<file path="config.mk">
export PLATFORM = sky130hd
export DESIGN_NAME = two_demux_tdm
export DESIGN_NICKNAME = d
export VERILOG_FILES = /design/src/rtl/two_demux_pkg.sv /design/src/rtl/two_demux_tdm_sat_counter.sv /design/src/rtl/two_demux_tdm.sv
export SDC_FILE = /design/constraint.sdc
export NUM_CORES = 1
export LEC_CHECK = 0
export BUFFER_PORTS_ARGS = -buffer_cell sky130_fd_sc_hd__buf_2
export CORE_ASPECT_RATIO = 1.25
export CORE_MARGIN = 8
export CORE_UTILIZATION = 40
export CTS_CLUSTER_SIZE = 8
export DETAILED_ROUTE_END_ITERATION = 12
export GPL_TIMING_DRIVEN = 1
export PLACE_DENSITY = 0.65
export SLEW_MARGIN = 20
export SYNTH_ARGS = -nofsm -noshare
export SYNTH_HDL_FRONTEND = slang
export SYNTH_SLANG_ARGS = --single-unit
</file>
<file path="constraint.sdc">
create_clock -name clk -period 2 [get_ports clk]
set_input_delay 0.3 -clock clk [delete_from_list [all_inputs] [get_ports clk]]
set_output_delay 0.3 -clock clk [all_outputs]
set_load 0.01 [all_outputs]
</file>
<file path="src/rtl/two_demux_pkg.sv">
// Shared types and constants for the two-channel TDM mux/demux pair.
// The select polarity constants must match the mux side of the link.
package two_demux_pkg;

    localparam int DEF_WIDTH = 8;
    localparam int DEF_ERRW  = 8;

    localparam logic SEL_CH0 = 1'b1;
    localparam logic SEL_CH1 = 1'b0;

    typedef enum logic [1:0] {
        HUNT = 2'd0,
        CH0  = 2'd1,
        CH1  = 2'd2
    } state_t;

endpackage

</file>
<file path="src/rtl/two_demux_tdm_sat_counter.sv">
// Saturating event counter with synchronous clear; clear wins over increment.
// Count updates on the edge that samples inc_i; it never wraps.
module sat_counter #(
    parameter int W = 8
) (
    input  logic         clk,
    input  logic         rst_n,
    input  logic         clr_i,
    input  logic         inc_i,
    output logic [W-1:0] cnt_o
);

    logic [W-1:0] cnt_q;
    logic [W-1:0] cnt_d;

    always_comb begin
        cnt_d = cnt_q;
        if (clr_i) begin
            cnt_d = '0;
        end else if (inc_i && (cnt_q != {W{1'b1}})) begin
            cnt_d = cnt_q + {{(W-1){1'b0}}, 1'b1};
        end
    end

    always_ff @(posedge clk or negedge rst_n) begin
        if (!rst_n) begin
            cnt_q <= '0;
        end else begin
            cnt_q <= cnt_d;
        end
    end

    assign cnt_o = cnt_q;

endmodule

</file>
<file path="src/rtl/two_demux_tdm.sv">
// Two-channel TDM demux: locks on sof, steers words to y0/y1 with 1-cycle latency, no back-pressure.
// TWO_DEMUX_PAIR_EN: hold the ch0 word and release y0/y1 together when its ch1 partner arrives.
module two_demux_tdm
    import two_demux_pkg::*;
#(
    parameter int WIDTH = DEF_WIDTH,
    parameter int ERRW  = DEF_ERRW
) (
    input  logic             clk,
    input  logic             rst_n,
    input  logic [WIDTH-1:0] din,
    input  logic             din_valid,
    input  logic             din_sof,
    input  logic             clr,
    output logic [WIDTH-1:0] y0,
    output logic [WIDTH-1:0] y1,
    output logic             y0_valid,
    output logic             y1_valid,
    output logic             sel,
    output logic             locked,
    output logic             sync_err,
    output logic [ERRW-1:0]  err_count
);

    state_t           state_q, state_d;
    logic             route0, route1, resync;
    logic [WIDTH-1:0] y0_q, y1_q;
    logic             y0_vld_q, y1_vld_q, sync_err_q;

    always_comb begin
        state_d = state_q;
        route0  = 1'b0;
        route1  = 1'b0;
        resync  = 1'b0;
        if (clr) begin
            state_d = HUNT;
        end else if (din_valid) begin
            case (state_q)
                HUNT: begin
                    if (din_sof) begin
                        route0  = 1'b1;
                        state_d = CH1;
                    end
                end
                CH1: begin
                    if (din_sof) begin
                        route0 = 1'b1;
                        resync = 1'b1;
                    end else begin
                        route1  = 1'b1;
                        state_d = CH0;
                    end
                end
                CH0: begin
                    route0  = 1'b1;
                    state_d = CH1;
                end
                default: state_d = HUNT;
            endcase
        end
    end

    always_ff @(posedge clk or negedge rst_n) begin
        if (!rst_n) begin
            state_q    <= HUNT;
            sync_err_q <= 1'b0;
        end else begin
            state_q    <= state_d;
            sync_err_q <= resync;
        end
    end

`ifdef TWO_DEMUX_PAIR_EN
    // A stale held word is never released: after resync/clr the next ch0 overwrites it first.
    logic [WIDTH-1:0] hold_q;

    always_ff @(posedge clk or negedge rst_n) begin
        if (!rst_n) begin
            hold_q   <= '0;
            y0_q     <= '0;
            y1_q     <= '0;
            y0_vld_q <= 1'b0;
            y1_vld_q <= 1'b0;
        end else begin
            y0_vld_q <= route1;
            y1_vld_q <= route1;
            if (route0) begin
                hold_q <= din;
            end
            if (route1) begin
                y0_q <= hold_q;
                y1_q <= din;
            end
        end
    end
`else
    always_ff @(posedge clk or negedge rst_n) begin
        if (!rst_n) begin
            y0_q     <= '0;
            y1_q     <= '0;
            y0_vld_q <= 1'b0;
            y1_vld_q <= 1'b0;
        end else begin
            y0_vld_q <= route0;
            y1_vld_q <= route1;
            if (route0) begin
                y0_q <= din;
            end
            if (route1) begin
                y1_q <= din;
            end
        end
    end
`endif

    sat_counter #(
        .W(ERRW)
    ) u_err_cnt (
        .clk   (clk),
        .rst_n (rst_n),
        .clr_i (clr),
        .inc_i (resync),
        .cnt_o (err_count)
    );

    assign y0       = y0_q;
    assign y1       = y1_q;
    assign y0_valid = y0_vld_q;
    assign y1_valid = y1_vld_q;
    assign sync_err = sync_err_q;
    assign sel      = (state_q == CH1) ? SEL_CH1 : SEL_CH0;
    assign locked   = (state_q != HUNT);

endmodule
</file>
# Yosys cells after proc, flatten, opt, wreduce, memory -nomap -nowiden
# Index checks and enable logic that the tools add are counted.
word_totals:
  out_inout_bits: 29
  register_bits: 29
  elab_cells: 39
op_classes:
  n_reduce_logical: 7
  addsub: 1
  mux: 19
  n_eq_ne: 5
ops:
  columns: ["op", "count"]
  rows:
  - ["$mux 8", 2]
  - ["$mux 1", 11]
  - ["$add 8x1->8 const B", 1]
  - ["$mux 2", 4]
  - ["$ne 8x8->1 const B", 1]
  - ["$ne 3x3->1 const B", 2]
  - ["$pmux 2 s3", 1]
  - ["$reduce_bool 2->1", 3]
  - ["$reduce_and 3->1", 1]
  - ["$eq 2x1->1 const B", 1]
  - ["$eq 2x2->1 const B", 1]
  - ["$logic_not 2->1", 1]
  - ["$pmux 1 s2", 1]
  - ["$reduce_or 2->1", 1]
  - ["$logic_and 1x1->1", 1]

# Depth between registers and ports, before layout
# Gate-level depths: netlist of run 1.
depth:
  depth_word: 7
  depth_mapped: 5
  mapped_depth_nobuf: 5

# By module
# From an unflattened synthesis of run 1, not the netlist that was laid out.
hier_totals:
  cells_unflattened: 102
  hier_area_um2: 1320.0
by_module_without_submodules:
  columns: ["module", "cells_per_inst", "instances", "area_per_inst_um2"]
  rows:
  - ["two_demux_tdm", 53, 1, 855.8]
  - ["sat_counter", 49, 1, 464.2]

# Least setup slack after synthesis of run 1
# OpenSTA, ideal clock, no wires.
synth_path:
  path_type: "reg2reg"
  from: "register u_err_cnt.cnt_q[0] (netlist: u_err_cnt.cnt_o[0])"
  to: "register u_err_cnt.cnt_q[3] (netlist: u_err_cnt.cnt_o[3])"
  t_required_ns: 1.917
  t_arrival_ns: 1.653
  setup_slack_ns: 0.264
  path_buffers: 0
  path_stages_with_launch: 6
  setup_ns: 0.083
  cell_sequence: "dfrtp_1 > ha_1 > nand3_1 > o211ai_1 > mux2_2 > o21ai_0"
synth_via:
  elab_chain_len: 3
  elab_cells_between_ends: 6
  classes_between: "add/sub (1); eq/ne (1); mux (2); reduce/logical (2)"
synth_lines:
  columns: ["item", "line", "source"]
  rows:
  - ["start: declaration", "two_demux_tdm_sat_counter.sv:13", "logic [W-1:0] cnt_q;"]
  - ["start signal: assignment", "two_demux_tdm_sat_counter.sv:29", "cnt_q <= cnt_d;"]
  - ["$add 8x1->8 / $ne 8x8->1 (equally long branches)", "two_demux_tdm_sat_counter.sv:21, two_demux_tdm_sat_counter.sv:20", null]
  - ["$mux 8 / $logic_and 1x1->1 (equally long branches)", "two_demux_tdm_sat_counter.sv:20", "end else if (inc_i && (cnt_q != {W{1'b1}})) begin"]
  - ["$mux 8 / $reduce_bool 2->1 (equally long branches)", null, null]
# Several ways; a longest one is shown, not always the timed one. The select of a mux whose other input is x is not followed.
# A chain may end at the register's enable or synchronous reset.

# Worst setup path in the final report of run 1
layout_path:
  from: "register state_q[1]"
  to: "register y0_q[6] (netlist: y0[6])"
layout_via:
  elab_chain_len: 5
  elab_cells_between_ends: 7
  classes_between: "eq/ne (2); mux (3); reduce/logical (2)"
layout_lines:
  columns: ["item", "line", "source"]
  rows:
  - ["start: declaration", "two_demux_tdm.sv:25", "state_t state_q, state_d;"]
  - ["start signal: assignment", "two_demux_tdm.sv:68", "state_q <= state_d;"]
  - ["$eq 2x2->1 / $logic_not 2->1 (equally long branches)", "two_demux_tdm.sv:38", "case (state_q)"]
  - ["$reduce_or 2->1 (no line)", null, null]
  - ["$pmux 1 s2 (*)", "two_demux_tdm.sv:38", null]
  - ["$mux 1 (*)", "two_demux_tdm.sv:37", "end else if (din_valid) begin"]
  - ["$mux 1 (*)", "two_demux_tdm.sv:35", "if (clr) begin"]
  - ["end signal: assignment", "two_demux_tdm.sv:107", "y0_q <= din;"]
  - ["end: declaration", "two_demux_tdm.sv:27", "logic [WIDTH-1:0] y0_q, y1_q;"]
# Every way passes the cells marked *; elsewhere a longest branch is shown, timed or not.

==> results.cfg, run 1 <==
[yosys]
synth_cell_types = 36
netlist_instances = 104
syn-num-nets = 118
synth_area_leaders = dfrtp_1 55%, mux2_4 9.2%, mux2_2 7.7%
async_flop_share_pct = 100
syn-cell-area_sq_mm = 0.00131
synth_mux_area_share_pct = 19.2
synth_seq_cells = 29
synth-compound-area-share_pct = 7.73
synth_edf_count = 0
ys_warn_count = 0
avgSynthCellArea_sq_um = 12.6
synth_xor_area_share_pct = 0
yosys.area_share.simple_pct = 13.9
synth-adder-area-share_pct = 0.954
yosys.area.top_type = dfrtp_1
synth_top_flop_cell = dfrtp_1
synth_top_family_by_area = multiplexers
yosysSeqAreaShare_pct = 55.3
yosysTopAreaCellShare_pct = 55.3

[route]
drt_drc_violations_left = 0
postRouteWirelength_mm = 2.84
dr.first_iter.drc_count = 35
wl_per_cell_microns = 15.1
first_pass_iters = 4
met1_length_mm = 1.15
postRouteAntennaNets = 0
top_layer = met4
vias = 970
wl_met2_mm = 1.36
avgViaCountPerCell = 5.16
wl_met3_microns = 286

[die]
start_util_pct = 41.4
die_h_microns = 80.0
rows = 23
core_area_sq_mm = 0.00317
die_w_microns = 67.2
die_area_sq_mm = 0.00538
num_io_pins = 42

[global_route]
grt_max_degree = 30
grt.total_usage_pct = 11.6
antenna_found_initial = 0
grt_pass1_wl_mm = 4.79
grt_pass1_vias = 1031
overflow = 0

[timing]
clock_skew_ns = 0.00686
layout_min_cycle_time_ns = 1.76
slew_violations = 0
tns_ns = 0
tightest_slew_ns = 0.618
max_slew_margin_pct = 58.8
hold_violations = 0
post-route-period-util_pct = 88.2
fmax_ghz = 0.567
finalSetupViolCount = 0
grt_setup_unrepaired = no
whs_ns = 0.0302

[clock_network]
post_cts_buffers = 0
cts_buffer_depth = 2
cts_resized = 0
cts_root_buffer = clkbuf_8
cts_tree = built
htreeDepth = 2
cts_made_buffers = 5
insertion_delay_ns = 0.28
clk_pin_slew_worst_paths_ns = 0.06
holdBufCountCts = 0
clkSinkCount = 29

[pwr]
vdd_drop_max_mv = 0.492
leakagePower_nw = 0.848
netSwitchingPower_mw = 0.369
switching_share_pct = 26.1
p_clk_share_pct = 31.9
p_per_area_mw_per_mm2 = 864
p_comb_share_pct = 18.5
internal_power_mw = 1.04
power_frac_seq_pct = 49.5

[final_layout]
drive_above_1_share_pct = 45.0
antenna_cells = 0
syn2layout_area_growth_pct = 24.6
nets = 164
fin_cells = 188

[critical_path]
worst-setup-path-type = flip-flop to flip-flop
ff2ff_path_depth = 4
cp_max_fo = 9
crit_required_ns = 2.16
setup.worst_path.end_class = flip-flop
r2r_setup_slack_ns = 0.24
arrival_ns = 1.92
rr_startpoint = state_q[1]
r2r-end = y0[6]
start_kind = flip-flop

[placement]
place.detailed.hpwl_mm = 2.23
placed_cells = 180
portBuffers = 41
place.gp.congestion = 0.814

[flow_run]
drv_cap = 0

[run_status]
outcome = complete, no violations

[hold_path]
hold_path_class = input port to asynchronous set/reset pin
==> power by group through the flow <==
| stage | Sequential, mW | Clock (mW) | Combinational [mW] |
|---|---|---|---|
| global route | 0.712 | 0.506 | 0.284 |
| floorplan | 0.746 | 0 | 0.107 |
| detailed placement | 0.712 | 0 | 0.270 |
| finish | 0.700 | 0.451 | 0.262 |
| CTS | 0.701 | 0.472 | 0.270 |
| global placement | 0.707 | 0 | 0.262 |
==> cells in the mapped netlist (2+ instances only) <==
cell type / count
o21ai_0: 2
dfrtp_1: 29
nand3b_1: 2
nor2b_1: 2
mux2_4: 8
nor2_1: 4
inv_1: 5
clkbuf_1: 2
nand2_1: 3
nand2b_1: 2
a31oi_1: 2
nand4_1: 2
nor4_1: 2
mux2i_1: 3
mux2_2: 9
nor3_1: 2
nand3_1: 3
a21oi_1: 4
==> how the worst max path moves through the flow <==
stage | from | to
after detailed placement | state_q[1] | y0[6]
after floorplan | u_err_cnt.cnt_o[0] | u_err_cnt.cnt_o[3]
after global routing | u_err_cnt.cnt_o[0] | u_err_cnt.cnt_o[5]
final | state_q[1] | y0[6]
after global placement | state_q[1] | y0[3]
after CTS | state_q[1] | y0[6]
==> layer usage <==
layer / vias up / GRT usage, %
li1: 469 / -
met1: 462 / 12.6
met2: 33 / 19.3
met3: 6 / 5.34
met4: 0 / 4.40
met5: - / 0
==> critical path: stages, from the launching register on <==
cell     delay, ns
dfrtp_1       0.42
and2b_1       0.23
a21oi_1       0.04
or3b_1        0.58
mux2_4        0.38
==> placed cells by master, fill, tap and decap left out, drive strengths merged, types with 2 or more instances in the layout <==
cell and count:
o21ai 2, nor4 2, nand3b 2, mux2 17
nor2 5, buf 42, clkbuf 6, nand4 2
dfrtp 29, a21oi 4, mux2i 3, nor3 2
a31oi 2, nand3 3, nand2 3, clkinv 2
nand2b 2, inv 5, nor2b 2
==> final cells by class <==
type	count	area, sq um
Inverter	5	18.8
Fill cell	310	1530
Clock buffer	6	72.6
Tap cell	37	46.3
Timing Repair Buffer	42	213
Clock inverter	2	10.0
Sequential cell	29	726
Multi-Input combinational cell	67	548
==> flip-flops by register name (all words and copies together), names as in the netlist <==
register,flops
u_err_cnt.cnt_o,8
y0,8
y1,8
state_q,2
sync_err,1
y0_valid,1
y1_valid,1
==> cell families after synthesis <==
logic type      Yosys count
compound gates           15
mux                      20
simple gates             31
fa+ha+maj                 1
buf+inv                   8
flops                    29
==> stage by stage <==
stage               total power [mW]  setup slack, ns  instance area, sq um  utilization [%]
floorplan                      0.853            0.264                  1310                -
global placement               0.969            0.293                  1550             49.0
detailed placement             0.981            0.249                  1550             49.0
CTS                             1.44            0.234                  1630             51.6
global route                    1.50            0.120                  1630             51.6
finish                          1.41            0.237                  1630             51.6
Note: power is estimated with default switching activity, not from simulation.
==> run 2: changes to the inputs <==
--- a/config.mk
+++ b/config.mk
@@ -5,14 +5,15 @@
 export SDC_FILE = /design/constraint.sdc
 export NUM_CORES = 1
 export LEC_CHECK = 0
+export ABC_AREA = 1
 export BUFFER_PORTS_ARGS = -buffer_cell sky130_fd_sc_hd__buf_2
 export CORE_ASPECT_RATIO = 1.25
-export CORE_MARGIN = 8
+export CORE_MARGIN = 2
 export CORE_UTILIZATION = 40
 export CTS_CLUSTER_SIZE = 8
 export DETAILED_ROUTE_END_ITERATION = 12
 export GPL_TIMING_DRIVEN = 1
-export PLACE_DENSITY = 0.65
+export SETUP_SLACK_MARGIN = 0.3
 export SLEW_MARGIN = 20
 export SYNTH_ARGS = -nofsm -noshare
 export SYNTH_HDL_FRONTEND = slang
==> run 2 against run 1 <==
Compared with the run above:
- global-route usage increased by 5.2 points
- design area grew 5.6%
- utilization shrank 1.7 points
- critical endpoint is now u_err_cnt.cnt_o[4]
- flip-flop and latch count is the same
- critical path depth up 3
- first-iteration DRC count is 130% higher
- final cell count increased by 33%
- register-to-register slack better by 0.25 ns
- non-clock buffer count decreased by 1
- sequential share of layout area shrank 2.4 points
- critical path type unchanged
- sequential power grew 12%
- power is 18% higher
==> results.cfg, run 2 <==
[route]
drt_drc_violations_left = 0
vias = 1194
wl_per_cell_microns = 11.8
postRouteAntennaNets = 0
first_pass_iters = 4
dr.first_iter.drc_count = 79
avgViaCountPerCell = 4.78
postRouteWirelength_mm = 2.95

[yosys]
syn-num-nets = 181
avgSynthCellArea_sq_um = 8.49
synth-compound-area-share_pct = 8.12
yosys.area.top_type = dfrtp_1
synth_edf_count = 0
yosysMostFrequentCell = nand2_1
synth_seq_cells = 29
yosysSeqAreaShare_pct = 51.2
yosys-top-cells-count = 49 x nand2_1, 29 x dfrtp_1, 22 x inv_1
synth_xor_area_share_pct = 0.618
synth_top_flop_cell = dfrtp_1
synth_cell_types = 21
synth_area_leaders = dfrtp_1 51%, nand2_1 13%, inv_1 5.8%
yosys.area_share.simple_pct = 30.5
yosysTopAreaCellShare_pct = 51.2
syn-cell-area_sq_mm = 0.00142
synth-adder-area-share_pct = 0.883
async_flop_share_pct = 100
ys_warn_count = 0
synth_mux_area_share_pct = 0
netlist_instances = 167
synth_top_family_by_area = simple AND/OR/NAND/NOR gates

[flow_run]
drv_cap = 0

[die]
start_util_pct = 41.1
die_h_microns = 70.6
die_w_microns = 57.2
rows = 24
core_area_sq_mm = 0.00345
die_area_sq_mm = 0.00404
num_io_pins = 42

[timing]
slew_violations = 0
finalSetupViolCount = 0
max_slew_margin_pct = 57.4
fmax_ghz = 0.662
grt_setup_unrepaired = no
tightest_slew_ns = 0.639
hold_violations = 0
post-route-period-util_pct = 75.6
layout_min_cycle_time_ns = 1.51
tns_ns = 0
clock_skew_ns = 0.00455

[clock_network]
clk_pin_slew_worst_paths_ns = 0.06
post_cts_buffers = 0
htreeDepth = 2
cts_root_buffer = clkbuf_8
cts_resized = 0
insertion_delay_ns = 0.27
holdBufCountCts = 0
cts_tree = built
cts_made_buffers = 5
clkSinkCount = 29
cts_buffer_depth = 2

[critical_path]
cp_max_fo = 8
r2r-end = u_err_cnt.cnt_o[4]
worst-setup-path-type = flip-flop to flip-flop
r2r_setup_slack_ns = 0.49
cp-endpoint = u_err_cnt.cnt_o[4]
start_kind = flip-flop
ff2ff_path_depth = 7
crit_path_start = u_err_cnt.cnt_o[0]
crit_required_ns = 2.16
setup.worst_path.end_class = flip-flop
arrival_ns = 1.67
rr_startpoint = u_err_cnt.cnt_o[0]

[pwr]
p_per_area_mw_per_mm2 = 966
vdd_drop_max_mv = 0.689
leakagePower_nw = 0.987
total_power_mw = 1.67

[placement]
place.detailed.hpwl_mm = 2.20
place.gp.congestion = 0.897
portBuffers = 41
placed_cells = 243

[run_status]
outcome = complete, no violations

[final_layout]
final_cell_mix = 49 x nand2_1, 41 x buf_2, 29 x dfrtp_1
syn2layout_area_growth_pct = 21.7
layout_commonest_cell = nand2_1
final_core_util_pct = 50.0
fillerInstances = 336
antenna_cells = 0
drive_above_1_share_pct = 30.8
nets = 225
fin_cells = 250

[hold_path]
hold_path_class = input port to asynchronous set/reset pin

[global_route]
grt_max_degree = 30
grt_pass1_vias = 1203
antenna_found_initial = 0
overflow = 0
grt.total_usage_pct = 16.9
grt_pass1_wl_mm = 5.26
-- run 2: kinds of logic after synthesis --
family / after synthesis
XOR/XNOR: 1
buffers and inverters: 28
adder cells (fa/ha/maj): 1
AND/OR/NAND/NOR: 91
AO/OA/AOI/OAI: 17
flip-flops: 29
-- run 2: where the power goes --
| part | internal, mW | switching [mW] | leakage (nW) |
|---|---|---|---|
| sequential | 0.709 | 0.0712 | 0.380 |
| clock | 0.272 | 0.198 | 0.0443 |
| combinational | 0.173 | 0.242 | 0.563 |
| total | 1.15 | 0.512 | 0.987 |
-- run 2: area by class of cell --
| cell class | count | area, sq um | area share, % |
|---|---|---|---|
| inverters | 24 | 90.1 | 5.22 |
| well taps | 39 | 48.8 | 2.83 |
| clock buffers | 7 | 86.3 | 5.00 |
| repair buffers | 41 | 205 | 11.9 |
| multi-input cells | 110 | 569 | 33.0 |
| flip-flops and latches | 29 | 726 | 42.1 |
-- run 2: worst min-delay path by stage --
stage	depth (start not counted)	slack, ns	endpoint
finish	1	0.04	sync_err
floorplan	0	0.004	state_q[0]
global placement	1	0.36	sync_err
global route	1	0.09	u_err_cnt.cnt_o[4]
CTS	1	0.06	sync_err
detailed placement	1	0.36	sync_err
-- run 2: worst max-delay path: stages, from the launching register on --
cell and delay, ns:
dfrtp_1 0.43, ha_1 0.30, nand2_1 0.10, nor2_1 0.04, nand2_1 0.15, nand3_2 0.18
nand3_1 0.13, nand2_1 0.07
-- run 2: metrics by stage --
step / setup slack, ns / hold slack (ns) / instance area (sq um)
after floorplan: 0.699 / 0.00441 / 1420
after global placement: 0.560 / 0.362 / 1640
after detailed placement: 0.501 / 0.361 / 1640
after CTS: 0.489 / 0.0555 / 1730
after global routing: 0.340 / 0.0941 / 1730
final: 0.488 / 0.0448 / 1730
-- run 2: metal layers --
metal	routed length (microns)	share of wire, %	vias to the layer above	GRT usage [%]
li1	-	-	613	-
met1	1270	43	529	20.7
met2	1440	49	44	26.9
met3	178	6.0	8	5.48
met4	59	2.0	0	7.75
met5	0	0	-	0
